$ cat src/rtl/decode_queue_stage.sv
// Decode/queue stage: buffers fetched RV32I instructions in a small FIFO and
// presents one registered decode bundle per cycle to execute.
module decode_queue_stage #(
  parameter int DATA_WIDTH = 32,
  parameter int IQ_DEPTH   = 4
) (
  input  logic                    clk,
  input  logic                    rst,
  input  logic                    flush,
  input  logic                    in_valid,
  output logic                    in_ready,
  input  logic [31:0]             in_instr,
  input  logic [DATA_WIDTH-1:0]   in_pc,
  output logic                    out_valid,
  input  logic                    out_ready,
  output logic [DATA_WIDTH-1:0]   out_pc,
  output logic [4:0]              out_rs1,
  output logic [4:0]              out_rs2,
  output logic [4:0]              out_rd,
  output logic [DATA_WIDTH-1:0]   out_imm,
  output logic [2:0]              out_alu_ctrl,
  output logic                    out_alu_src,
  output logic                    out_reg_write,
  output logic                    out_mem_write,
  output logic [1:0]              out_result_src,
  output logic                    out_branch,
  output logic                    out_bne,
  output logic                    out_jump,
  output logic                    out_illegal,
  output logic [$clog2(IQ_DEPTH):0] iq_count
);

  localparam int PTR_W = $clog2(IQ_DEPTH);
  localparam int CNT_W = PTR_W + 1;
  localparam logic [CNT_W-1:0] FULL_COUNT = CNT_W'(IQ_DEPTH);

  localparam logic [6:0] OP_R      = 7'b0110011;
  localparam logic [6:0] OP_IALU   = 7'b0010011;
  localparam logic [6:0] OP_LOAD   = 7'b0000011;
  localparam logic [6:0] OP_STORE  = 7'b0100011;
  localparam logic [6:0] OP_BRANCH = 7'b1100011;
  localparam logic [6:0] OP_JAL    = 7'b1101111;
  localparam logic [6:0] OP_LUI    = 7'b0110111;

  localparam logic [2:0] ALU_ADD = 3'b000;
  localparam logic [2:0] ALU_SUB = 3'b001;
  localparam logic [2:0] ALU_AND = 3'b010;
  localparam logic [2:0] ALU_OR  = 3'b011;
  localparam logic [2:0] ALU_SLT = 3'b100;
  localparam logic [2:0] ALU_XOR = 3'b101;
  localparam logic [2:0] ALU_SLL = 3'b110;
  localparam logic [2:0] ALU_SRL = 3'b111;

  logic [31:0]           instr_mem [IQ_DEPTH];
  logic [DATA_WIDTH-1:0] pc_mem    [IQ_DEPTH];
  logic [PTR_W-1:0]      wr_ptr;
  logic [PTR_W-1:0]      rd_ptr;
  logic                  push;
  logic                  pop;

  // in_ready looks only at the registered count, so a full queue never takes
  // a push even when the head is being popped in the same cycle.
  assign in_ready = (iq_count != FULL_COUNT);
  assign push     = in_valid && in_ready;
  assign pop      = (!out_valid || out_ready) && (iq_count != '0);

  always_ff @(posedge clk) begin
    if (push && !flush) begin
      instr_mem[wr_ptr] <= in_instr;
      pc_mem[wr_ptr]    <= in_pc;
    end
  end

  always_ff @(posedge clk or negedge rst) begin
    if (!rst) begin
      wr_ptr   <= '0;
      rd_ptr   <= '0;
      iq_count <= '0;
    end else if (flush) begin
      wr_ptr   <= '0;
      rd_ptr   <= '0;
      iq_count <= '0;
    end else begin
      if (push) wr_ptr <= wr_ptr + 1'b1;
      if (pop)  rd_ptr <= rd_ptr + 1'b1;
      case ({push, pop})
        2'b10:   iq_count <= iq_count + 1'b1;
        2'b01:   iq_count <= iq_count - 1'b1;
        default: ;
      endcase
    end
  end

  logic [31:0]           head_instr;
  logic [DATA_WIDTH-1:0] head_pc;
  logic [6:0]            opcode;
  logic [2:0]            funct3;
  logic                  funct7_5;
  logic [31:0]           imm_i, imm_s, imm_b, imm_j, imm_u;

  assign head_instr = instr_mem[rd_ptr];
  assign head_pc    = pc_mem[rd_ptr];
  assign opcode     = head_instr[6:0];
  assign funct3     = head_instr[14:12];
  assign funct7_5   = head_instr[30];

  assign imm_i = {{20{head_instr[31]}}, head_instr[31:20]};
  assign imm_s = {{20{head_instr[31]}}, head_instr[31:25], head_instr[11:7]};
  assign imm_b = {{20{head_instr[31]}}, head_instr[7], head_instr[30:25],
                  head_instr[11:8], 1'b0};
  assign imm_j = {{12{head_instr[31]}}, head_instr[19:12], head_instr[20],
                  head_instr[30:21], 1'b0};
  assign imm_u = {head_instr[31:12], 12'b0};

  logic [31:0] dec_imm32;
  logic [4:0]  dec_rs1;
  logic [2:0]  dec_alu_ctrl;
  logic        dec_alu_src, dec_reg_write, dec_mem_write;
  logic [1:0]  dec_result_src;
  logic        dec_branch, dec_bne, dec_jump, dec_illegal;

  // Illegal encodings fall through to a common clear so no control leaks out.
  always_comb begin
    dec_imm32      = '0;
    dec_rs1        = head_instr[19:15];
    dec_alu_ctrl   = ALU_ADD;
    dec_alu_src    = 1'b0;
    dec_reg_write  = 1'b0;
    dec_mem_write  = 1'b0;
    dec_result_src = 2'b00;
    dec_branch     = 1'b0;
    dec_bne        = 1'b0;
    dec_jump       = 1'b0;
    dec_illegal    = 1'b0;
    case (opcode)
      OP_R: begin
        dec_reg_write = 1'b1;
        case ({funct7_5, funct3})
          4'b0000: dec_alu_ctrl = ALU_ADD;
          4'b1000: dec_alu_ctrl = ALU_SUB;
          4'b0111: dec_alu_ctrl = ALU_AND;
          4'b0110: dec_alu_ctrl = ALU_OR;
          4'b0010: dec_alu_ctrl = ALU_SLT;
          4'b0100: dec_alu_ctrl = ALU_XOR;
          4'b0001: dec_alu_ctrl = ALU_SLL;
          4'b0101: dec_alu_ctrl = ALU_SRL;
          default: dec_illegal  = 1'b1;
        endcase
      end
      OP_IALU: begin
        dec_reg_write = 1'b1;
        dec_alu_src   = 1'b1;
        dec_imm32     = imm_i;
        case (funct3)
          3'b000:  dec_alu_ctrl = ALU_ADD;
          3'b111:  dec_alu_ctrl = ALU_AND;
          3'b110:  dec_alu_ctrl = ALU_OR;
          3'b010:  dec_alu_ctrl = ALU_SLT;
          3'b100:  dec_alu_ctrl = ALU_XOR;
          3'b001:  dec_alu_ctrl = ALU_SLL;
          3'b101:  dec_alu_ctrl = ALU_SRL;
          default: dec_illegal  = 1'b1;
        endcase
      end
      OP_LOAD: begin
        dec_reg_write  = 1'b1;
        dec_alu_src    = 1'b1;
        dec_result_src = 2'b01;
        dec_imm32      = imm_i;
        dec_illegal    = (funct3 != 3'b010);
      end
      OP_STORE: begin
        dec_mem_write = 1'b1;
        dec_alu_src   = 1'b1;
        dec_imm32     = imm_s;
        dec_illegal   = (funct3 != 3'b010);
      end
      OP_BRANCH: begin
        dec_branch   = 1'b1;
        dec_bne      = (funct3 == 3'b001);
        dec_alu_ctrl = ALU_SUB;
        dec_imm32    = imm_b;
        dec_illegal  = (funct3 != 3'b000) && (funct3 != 3'b001);
      end
      OP_JAL: begin
        dec_jump       = 1'b1;
        dec_reg_write  = 1'b1;
        dec_result_src = 2'b10;
        dec_imm32      = imm_j;
      end
      OP_LUI: begin
        dec_reg_write = 1'b1;
        dec_alu_src   = 1'b1;
        dec_imm32     = imm_u;
        dec_rs1       = 5'd0;
      end
      default: dec_illegal = 1'b1;
    endcase
    if (dec_illegal) begin
      dec_imm32      = '0;
      dec_alu_ctrl   = ALU_ADD;
      dec_alu_src    = 1'b0;
      dec_reg_write  = 1'b0;
      dec_mem_write  = 1'b0;
      dec_result_src = 2'b00;
      dec_branch     = 1'b0;
      dec_bne        = 1'b0;
      dec_jump       = 1'b0;
    end
  end

  always_ff @(posedge clk or negedge rst) begin
    if (!rst) begin
      out_valid      <= 1'b0;
      out_pc         <= '0;
      out_rs1        <= '0;
      out_rs2        <= '0;
      out_rd         <= '0;
      out_imm        <= '0;
      out_alu_ctrl   <= '0;
      out_alu_src    <= 1'b0;
      out_reg_write  <= 1'b0;
      out_mem_write  <= 1'b0;
      out_result_src <= '0;
      out_branch     <= 1'b0;
      out_bne        <= 1'b0;
      out_jump       <= 1'b0;
      out_illegal    <= 1'b0;
    end else if (flush) begin
      out_valid <= 1'b0;
    end else if (pop) begin
      out_valid      <= 1'b1;
      out_pc         <= head_pc;
      out_rs1        <= dec_rs1;
      out_rs2        <= head_instr[24:20];
      out_rd         <= head_instr[11:7];
      out_imm        <= DATA_WIDTH'($signed(dec_imm32));
      out_alu_ctrl   <= dec_alu_ctrl;
      out_alu_src    <= dec_alu_src;
      out_reg_write  <= dec_reg_write;
      out_mem_write  <= dec_mem_write;
      out_result_src <= dec_result_src;
      out_branch     <= dec_branch;
      out_bne        <= dec_bne;
      out_jump       <= dec_jump;
      out_illegal    <= dec_illegal;
    end else if (out_ready) begin
      out_valid <= 1'b0;
    end
  end

endmodule
$ cat config.mk
export PLATFORM = sky130hd
export DESIGN_NAME = decode_queue_stage
export DESIGN_NICKNAME = d
export VERILOG_FILES = /design/src/rtl/decode_queue_stage.sv
export SDC_FILE = /design/constraint.sdc
export NUM_CORES = 1
export LEC_CHECK = 0
export CORE_MARGIN = 5
export CORE_UTILIZATION = 60
export CTS_CLUSTER_DIAMETER = 150
export DETAILED_ROUTE_END_ITERATION = 8
export PLACE_DENSITY = 0.94
export SLEW_MARGIN = 20
export SYNTH_ARGS = -nofsm -noshare
export SYNTH_HDL_FRONTEND = slang
export SYNTH_SLANG_ARGS = --single-unit
export TNS_END_PERCENT = 30
$ cat constraint.sdc
create_clock -name clk -period 5.9 [get_ports clk]
set_clock_uncertainty 0.15 [all_clocks]
set_input_delay 1.18 -clock clk [delete_from_list [all_inputs] [get_ports clk]]
set_output_delay 1.18 -clock clk [all_outputs]
set_load 0.02 [all_outputs]
==> impl_metrics.json, run 1 <==
{
  "routed-via-count": 7843,
  "arrival_time_of_data_at_the_critical_path_endpoint_ps": 3840,
  "synth_top_area_share_pct": 55.8,
  "layout-area-overhead-vs-synth_pct": 22.1,
  "cts-root-to-sink-buffers": 3,
  "start_kind": "flip-flop",
  "yosys_most_used_dff": "sky130_fd_sc_hd__edfxtp_1",
  "hold_path.class": "flip-flop to flip-flop",
  "post_synth_instance_area_um2": 13800,
  "grt_first_pass_wirelength_mm": 47.1,
  "grt_antenna_before_repair": 4,
  "htree_num_levels": 2,
  "power.clock.fraction_pct": 30.4,
  "holdPathStages": 2,
  "worst_ir_drop_vdd_mv": 0.322,
  "setup.worst_path.class": "flip-flop to flip-flop",
  "seq_power_share_pct": 43.0,
  "clk_latency_ps": 510,
  "die_width_um": 162,
  "netlist_instances": 823,
  "clock_sinks": 354,
  "design.portCount": 165,
  "worst_r2r_path_depth": 6,
  "drt_pre_antenna_iters": 5,
  "drt-total-wl_mm": 29.9,
  "placementRows": 55,
  "num-fill-cells": 1282,
  "synth-edff-count": 256,
  "netlist-cell-type-count": 54,
  "y_dimension_of_the_die_um": 162,
  "finalWeightedCongestion": 0.830,
  "globalRoute.totalOverflow": 0,
  "core_region_area_um2": 22600,
  "cell_internal_pwr_mw": 5.23,
  "share_comb_of_total_power_pct": 26.6,
  "avgRoutedWirePerCell_um": 23.1,
  "synth_warnings": 0,
  "timing.final.crit_share_pct": 60.4,
  "cts_tree": "yes",
  "grt_max_degree": 65,
  "post_synth.cell_area_avg_um2": 16.7,
  "drt_iter0_markers": 583,
  "fin_setup_tns_ps": 0,
  "status": "finished clean",
  "switch_share_pct": 30.0,
  "first_global_vias": 8274,
  "floorplan.die_area_um2": 26100,
  "antenna_viol_nets_final": 0,
  "cts_hold_buffers_added": 0,
  "routed_via_density": 6.04,
  "timing.fmax_mhz": 280,
  "leakage_nw": 6.15,
  "cts_repair_resize_count": 0,
  "power_density_nw_per_um2": 444,
  "ctsRootBufferMaster": "sky130_fd_sc_hd__clkbuf_16",
  "worst_slew_margin_rel_pct": 24.6,
  "grt_setup_unrepaired": "false",
  "timing.critical_path.required_ps": 6180,
  "hpwl_mm": 18.1,
  "worstSetupEndpointType": "flip-flop",
  "port_buffers": 164,
  "synth.net_count": 897,
  "period_minus_slack_ps": 3570,
  "post-synth-top-area-cell": "sky130_fd_sc_hd__edfxtp_1",
  "path_max_fanout": 37,
  "netSwitchingPower_mw": 2.24,
  "slew_violations": 0,
  "cts_made_buffers": 36,
  "finalSetupViolCount": 0,
  "worstMarginPinSlew_ps": 1120,
  "grtUsageTotal_pct": 23.5,
  "synth-async-reset-ratio_pct": 27.7,
  "post_synth_main_area_contributors": "sky130_fd_sc_hd__edfxtp_1, sky130_fd_sc_hd__dfrtp_1, sky130_fd_sc_hd__mux4_2",
  "clk_transition_reported_paths_ps": 60,
  "post-route-drc-count": 0,
  "finalHoldViolations": 0,
  "synth.ff_latch_count": 354,
  "maxCapViolCount": 0,
  "seq_area_frac_synth_pct": 73.6,
  "post-layout-total-power_mw": 7.47,
  "final_nets": 1060,
  "cts_setup_buffers": 0,
  "floorplan.initialDensity_pct": 60.9,
  "final_layout_size_suffix_gt1_share_pct": 15.3
}
-- flip-flops by register name (all words and copies together), names as in the netlist, 5 cells and up --
register / cells
pc_mem: 128
out_rs1: 5
out_imm: 32
out_pc: 32
out_rd: 5
instr_mem: 128
out_rs2: 5
-- stage by stage --
step,hold slack [ps],std cells,util (%),setup WS [ps],area [um2]
floorplan,393,823,-,2250,13800
global placement,307,1233,69.0,2120,15600
detailed placement,317,1233,69.0,2030,15600
CTS,332,1297,74.3,2310,16800
global route,354,1298,74.3,2110,16800
finish,327,1298,74.3,2330,16800
-- kinds of logic after synthesis --
kind of cell	share of synthesized area [%]
simple gates	7.82
fa+ha+maj	0.509
flops	73.6
xor+xnor	0.445
mux	10.6
buf+inv	1.66
compound gates	5.39
-- cell type report --
type | instances | area (um2) | share of cell area, %
Timing Repair Buffer | 169 | 1680 | 9.97
Clock buffer | 52 | 1030 | 6.14
Sequential cell | 354 | 10100 | 60.3
Inverter | 5 | 18.8 | 0.112
Multi-Input combinational cell | 420 | 3440 | 20.4
Clock inverter | 12 | 154 | 0.915
Tap cell | 285 | 357 | 2.12
Antenna cell | 1 | 2.50 | 0.0149
-- worst max-delay path: stages (launching register included) --
cell,delay (ps)
sky130_fd_sc_hd__dfrtp_4,940
sky130_fd_sc_hd__mux4_2,760
sky130_fd_sc_hd__inv_1,210
sky130_fd_sc_hd__nand2_1,170
sky130_fd_sc_hd__nor3_2,880
sky130_fd_sc_hd__a21o_1,230
sky130_fd_sc_hd__a22o_1,140
-- power groups by stage --
stage,sequential (mW),combinational (mW),clock (mW)
after CTS,3.22,2.01,2.29
final,3.21,1.99,2.27
after global routing,3.25,2.15,2.41
after global placement,3.25,1.91,0
after detailed placement,3.26,1.99,0
after floorplan,3.37,1.10,0
-- cells in the final DEF, fill, tap and decap left out, drive strengths merged, types with 8 or more instances in the layout --
cell type,netlist,final
edfxtp,256,256
nand2,189,189
clkdlybuf4s50,0,163
dfrtp,98,98
mux4,63,63
clkbuf,20,52
nor2,23,23
o21ai,16,16
o31ai,16,16
a21oi,14,14
a21o,13,13
a22o,13,13
clkinv,0,8
-- cell usage after synthesis (2+ instances only) --
| master | count |
|---|---|
| sky130_fd_sc_hd__o21ai_0 | 16 |
| sky130_fd_sc_hd__nand2_1 | 189 |
| sky130_fd_sc_hd__nor3_2 | 2 |
| sky130_fd_sc_hd__and3_1 | 3 |
| sky130_fd_sc_hd__buf_1 | 6 |
| sky130_fd_sc_hd__o31ai_2 | 14 |
| sky130_fd_sc_hd__xnor2_1 | 4 |
| sky130_fd_sc_hd__a31oi_1 | 2 |
| sky130_fd_sc_hd__clkbuf_1 | 19 |
| sky130_fd_sc_hd__buf_2 | 14 |
| sky130_fd_sc_hd__and2_1 | 5 |
| sky130_fd_sc_hd__nor4_1 | 2 |
| sky130_fd_sc_hd__nor2b_1 | 4 |
| sky130_fd_sc_hd__xor2_1 | 3 |
| sky130_fd_sc_hd__mux4_2 | 63 |
| sky130_fd_sc_hd__edfxtp_1 | 256 |
| sky130_fd_sc_hd__nand2b_1 | 5 |
| sky130_fd_sc_hd__buf_6 | 3 |
| sky130_fd_sc_hd__inv_1 | 5 |
| sky130_fd_sc_hd__nand3_1 | 5 |
| sky130_fd_sc_hd__dfrtp_1 | 98 |
| sky130_fd_sc_hd__ha_1 | 4 |
| sky130_fd_sc_hd__a32o_1 | 3 |
| sky130_fd_sc_hd__nor2_1 | 22 |
| sky130_fd_sc_hd__a22o_1 | 13 |
| sky130_fd_sc_hd__a21o_1 | 13 |
| sky130_fd_sc_hd__o31ai_1 | 2 |
| sky130_fd_sc_hd__or2_1 | 2 |
| sky130_fd_sc_hd__nor3_1 | 3 |
| sky130_fd_sc_hd__mux2i_1 | 4 |
| sky130_fd_sc_hd__a22oi_1 | 4 |
| sky130_fd_sc_hd__a21oi_1 | 13 |
-- worst paths after layout --
path / from / endpoint / slack [ps]
max: rd_ptr[0] / out_imm[24] / 2330
min: out_pc[15] / out_pc[15] / 330
max reg2reg: rd_ptr[0] / out_imm[24] / 2330
min reg2reg: out_pc[15] / out_pc[15] / 330
max in group asynchronous: rst / out_imm[24] / 3840
min in group asynchronous: rst / out_imm[13] / 530
-- routing by layer --
layer	up-vias	part of all wire [%]	global-route usage, %
met5	-	0.18	0
met4	6	1.9	5.93
met3	49	7.0	4.62
met2	328	53	41.4
met1	4026	38	30.5
li1	3434	-	-
Power figures use the tool's default switching activity.
==> inputs of run 2 (changes only) <==
--- a/config.mk
+++ b/config.mk
@@ -6,10 +6,10 @@
 export NUM_CORES = 1
 export LEC_CHECK = 0
 export CORE_MARGIN = 5
-export CORE_UTILIZATION = 60
+export CORE_UTILIZATION = 56
 export CTS_CLUSTER_DIAMETER = 150
 export DETAILED_ROUTE_END_ITERATION = 8
-export PLACE_DENSITY = 0.94
+export PLACE_DENSITY = 0.89
 export SLEW_MARGIN = 20
 export SYNTH_ARGS = -nofsm -noshare
 export SYNTH_HDL_FRONTEND = slang
==> constraint.sdc (replaced) <==
create_clock -name clk -period 3.3 [get_ports clk]
set_clock_uncertainty 0.15 [all_clocks]
set_input_delay 0.66 -clock clk [delete_from_list [all_inputs] [get_ports clk]]
set_output_delay 0.66 -clock clk [all_outputs]
set_load 0.02 [all_outputs]
==> run 2 against run 1 <==
Critical path depth up 1. First-iteration DRC count rose by 30%. Design area grew 1.4%. Clock power is 74% higher. Count of clock-buffer cells in the layout is the same. Setup slack got worse by 1900 ps. Maximum frequency is 24% higher. Utilization decreased by 4.0 points. Largest power group unchanged. Worst hold slack got worse by 220 ps. Register-to-register slack worse by 1900 ps. Combinational power up 85%.
==> impl_metrics.json, run 2 (same netlist as run 1, synthesis figures left out) <==
{
  "finalHoldViolations": 0,
  "drt-total-wl_mm": 29.7,
  "placementRows": 57,
  "hpwl_mm": 18.8,
  "clock_sinks": 354,
  "timing.final.crit_share_pct": 87.2,
  "core_region_area_um2": 24200,
  "num-fill-cells": 1523,
  "hold_path.class": "primary input to async pin",
  "worstMarginPinSlew_ps": 871,
  "clk_latency_ps": 500,
  "slew_violations": 0,
  "globalRoute.busiestLayer": "met2",
  "drt_pre_antenna_iters": 5,
  "grt_first_pass_wirelength_mm": 46.8,
  "timing.critical_path.required_ps": 3550,
  "multiInputGateArea_um2": 3440,
  "layout.cells.most_common_list": "sky130_fd_sc_hd__edfxtp_1, sky130_fd_sc_hd__nand2_1, sky130_fd_sc_hd__clkdlybuf4s50_1, sky130_fd_sc_hd__dfrtp_1, sky130_fd_sc_hd__mux4_2",
  "arrival_time_of_data_at_the_critical_path_endpoint_ps": 3130,
  "cts_setup_buffers": 0,
  "routed_via_density": 5.71,
  "final_nets": 1075,
  "die_width_um": 167,
  "ctsRootBufferMaster": "sky130_fd_sc_hd__clkbuf_16",
  "cp_top_family": "simple AND/OR/NAND/NOR gates",
  "drt_iter0_markers": 759,
  "first_global_vias": 8231,
  "dpl_cell_area_um2": 15900,
  "avgRoutedWirePerCell_um": 21.9,
  "worst_slew_margin_rel_pct": 41.9,
  "finalSetupViolCount": 0,
  "power_density_nw_per_um2": 780,
  "grtUsageTotal_pct": 21.4,
  "path_max_fanout": 13,
  "y_dimension_of_the_die_um": 167,
  "grt.met2_usage_pct": 36.7,
  "final_design_area_no_fill_um2": 17100,
  "grt_setup_unrepaired": "false",
  "layout-area-overhead-vs-synth_pct": 23.8,
  "maxCapViolCount": 0,
  "timing.critical_path.slowest_stage_cell": "sky130_fd_sc_hd__mux4_2",
  "port_buffers": 164,
  "fin_util_pct": 70.3,
  "setup_ws_ps": 421,
  "setup.worst_path.class": "flip-flop to flip-flop",
  "routed-via-count": 7737,
  "antenna_viol_nets_final": 0,
  "final_common_cell": "sky130_fd_sc_hd__edfxtp_1",
  "global_route_met1_utilization_pct": 27.6,
  "status": "finished clean",
  "cts-root-to-sink-buffers": 3,
  "floorplan.initialDensity_pct": 56.8,
  "period_minus_slack_ps": 2880,
  "design.portCount": 165,
  "global_route_met3_utilization_pct": 4.20,
  "post-route-drc-count": 0,
  "post_placement_setup_slack_ps": 374,
  "timing.fmax_mhz": 347,
  "fin_setup_tns_ps": 0,
  "grt_antenna_before_repair": 3,
  "cts_repair_resize_count": 0,
  "start_kind": "flip-flop",
  "globalRoute.totalOverflow": 0,
  "area.sequential_um2": 10100,
  "final_layout_size_suffix_gt1_share_pct": 16.6,
  "cts_hold_buffers_added": 0,
  "worst_ir_drop_vdd_mv": 0.570,
  "finalWeightedCongestion": 0.895,
  "worstSetupEndpointType": "flip-flop",
  "clk_transition_reported_paths_ps": 70,
  "grt_max_degree": 65,
  "layout_top_registers": "instr_mem (128), pc_mem (128)",
  "floorplan.die_area_um2": 27800,
  "leakage_nw": 6.24,
  "htree_num_levels": 2,
  "cp_cell_sequence": "mux4_2 -> nor2_1 -> nand2b_1 -> nor3_2 -> buf_4 -> a21oi_1 -> o31ai_2",
  "cts_made_buffers": 35,
  "max_stage_delay_ps": 690,
  "critical_path_buf_inv_count": 1,
  "cts_tree": "yes"
}
[run 2: cell types whose count changed in the layout (fill, tap and decap cells not counted)]
cell | previous run | this run
sky130_fd_sc_hd__inv_6 | 0 | 1
sky130_fd_sc_hd__clkinvlp_4 | 0 | 1
sky130_fd_sc_hd__buf_12 | 0 | 8
sky130_fd_sc_hd__clkbuf_8 | 5 | 3
sky130_fd_sc_hd__buf_4 | 6 | 14
sky130_fd_sc_hd__bufinv_16 | 4 | 3
sky130_fd_sc_hd__dfrtp_4 | 1 | 2
sky130_fd_sc_hd__diode_2 | 1 | 3
sky130_fd_sc_hd__clkbuf_1 | 10 | 12
sky130_fd_sc_hd__clkinv_1 | 5 | 3
sky130_fd_sc_hd__dfrtp_2 | 1 | 0
[run 2: worst paths after layout]
check                      startpoint               to  slack [ps]  cells past startpoint
hold reg to reg            out_rs2[3]       out_rs2[3]         330                      2
setup / recovery            rd_ptr[0]      out_imm[18]         420                      7
hold / removal                    rst  out_alu_ctrl[1]         100                      1
max in group asynchronous         rst        out_pc[7]        2160                      2
setup reg to reg            rd_ptr[0]      out_imm[18]         420                      7
min in group clk           out_rs2[3]       out_rs2[3]         330                      2
[run 2: area by class of cell]
type	instances	area share, %
flip-flops and latches	354	59.5
multi-input cells	420	20.1
repair buffers	185	11.1
clock buffers	52	5.93
well taps	324	2.38
clock inverters	11	0.778
inverters	5	0.110
diodes	3	0.0440
[run 2: metrics by stage]
| stage | std cells | total power [mW] | hold WS, ps |
|---|---|---|---|
| 2_1_floorplan | 823 | 7.98 | 214 |
| 4_1_cts | 1351 | 13.4 | 133 |
| 5_1_grt | 1352 | 13.9 | 181 |
| 3_5_place_dp | 1288 | 9.43 | 318 |
| 6_report | 1354 | 13.3 | 104 |
| 3_3_place_gp | 1288 | 9.31 | 310 |
[run 2: power by group]
group	internal, mW	total [mW]	leakage, nW	switching (mW)
registers	5.33	5.66	3.61	0.331
clock network	2.36	3.96	0.555	1.59
logic	1.59	3.68	2.08	2.09
total	9.29	13.3	6.24	4.01
[run 2: per-layer routing]
layer,vias to the layer above,routed length [um]
met2,288,15200
met5,-,13
met1,3896,11700
li1,3473,-
met3,78,1830
met4,2,981
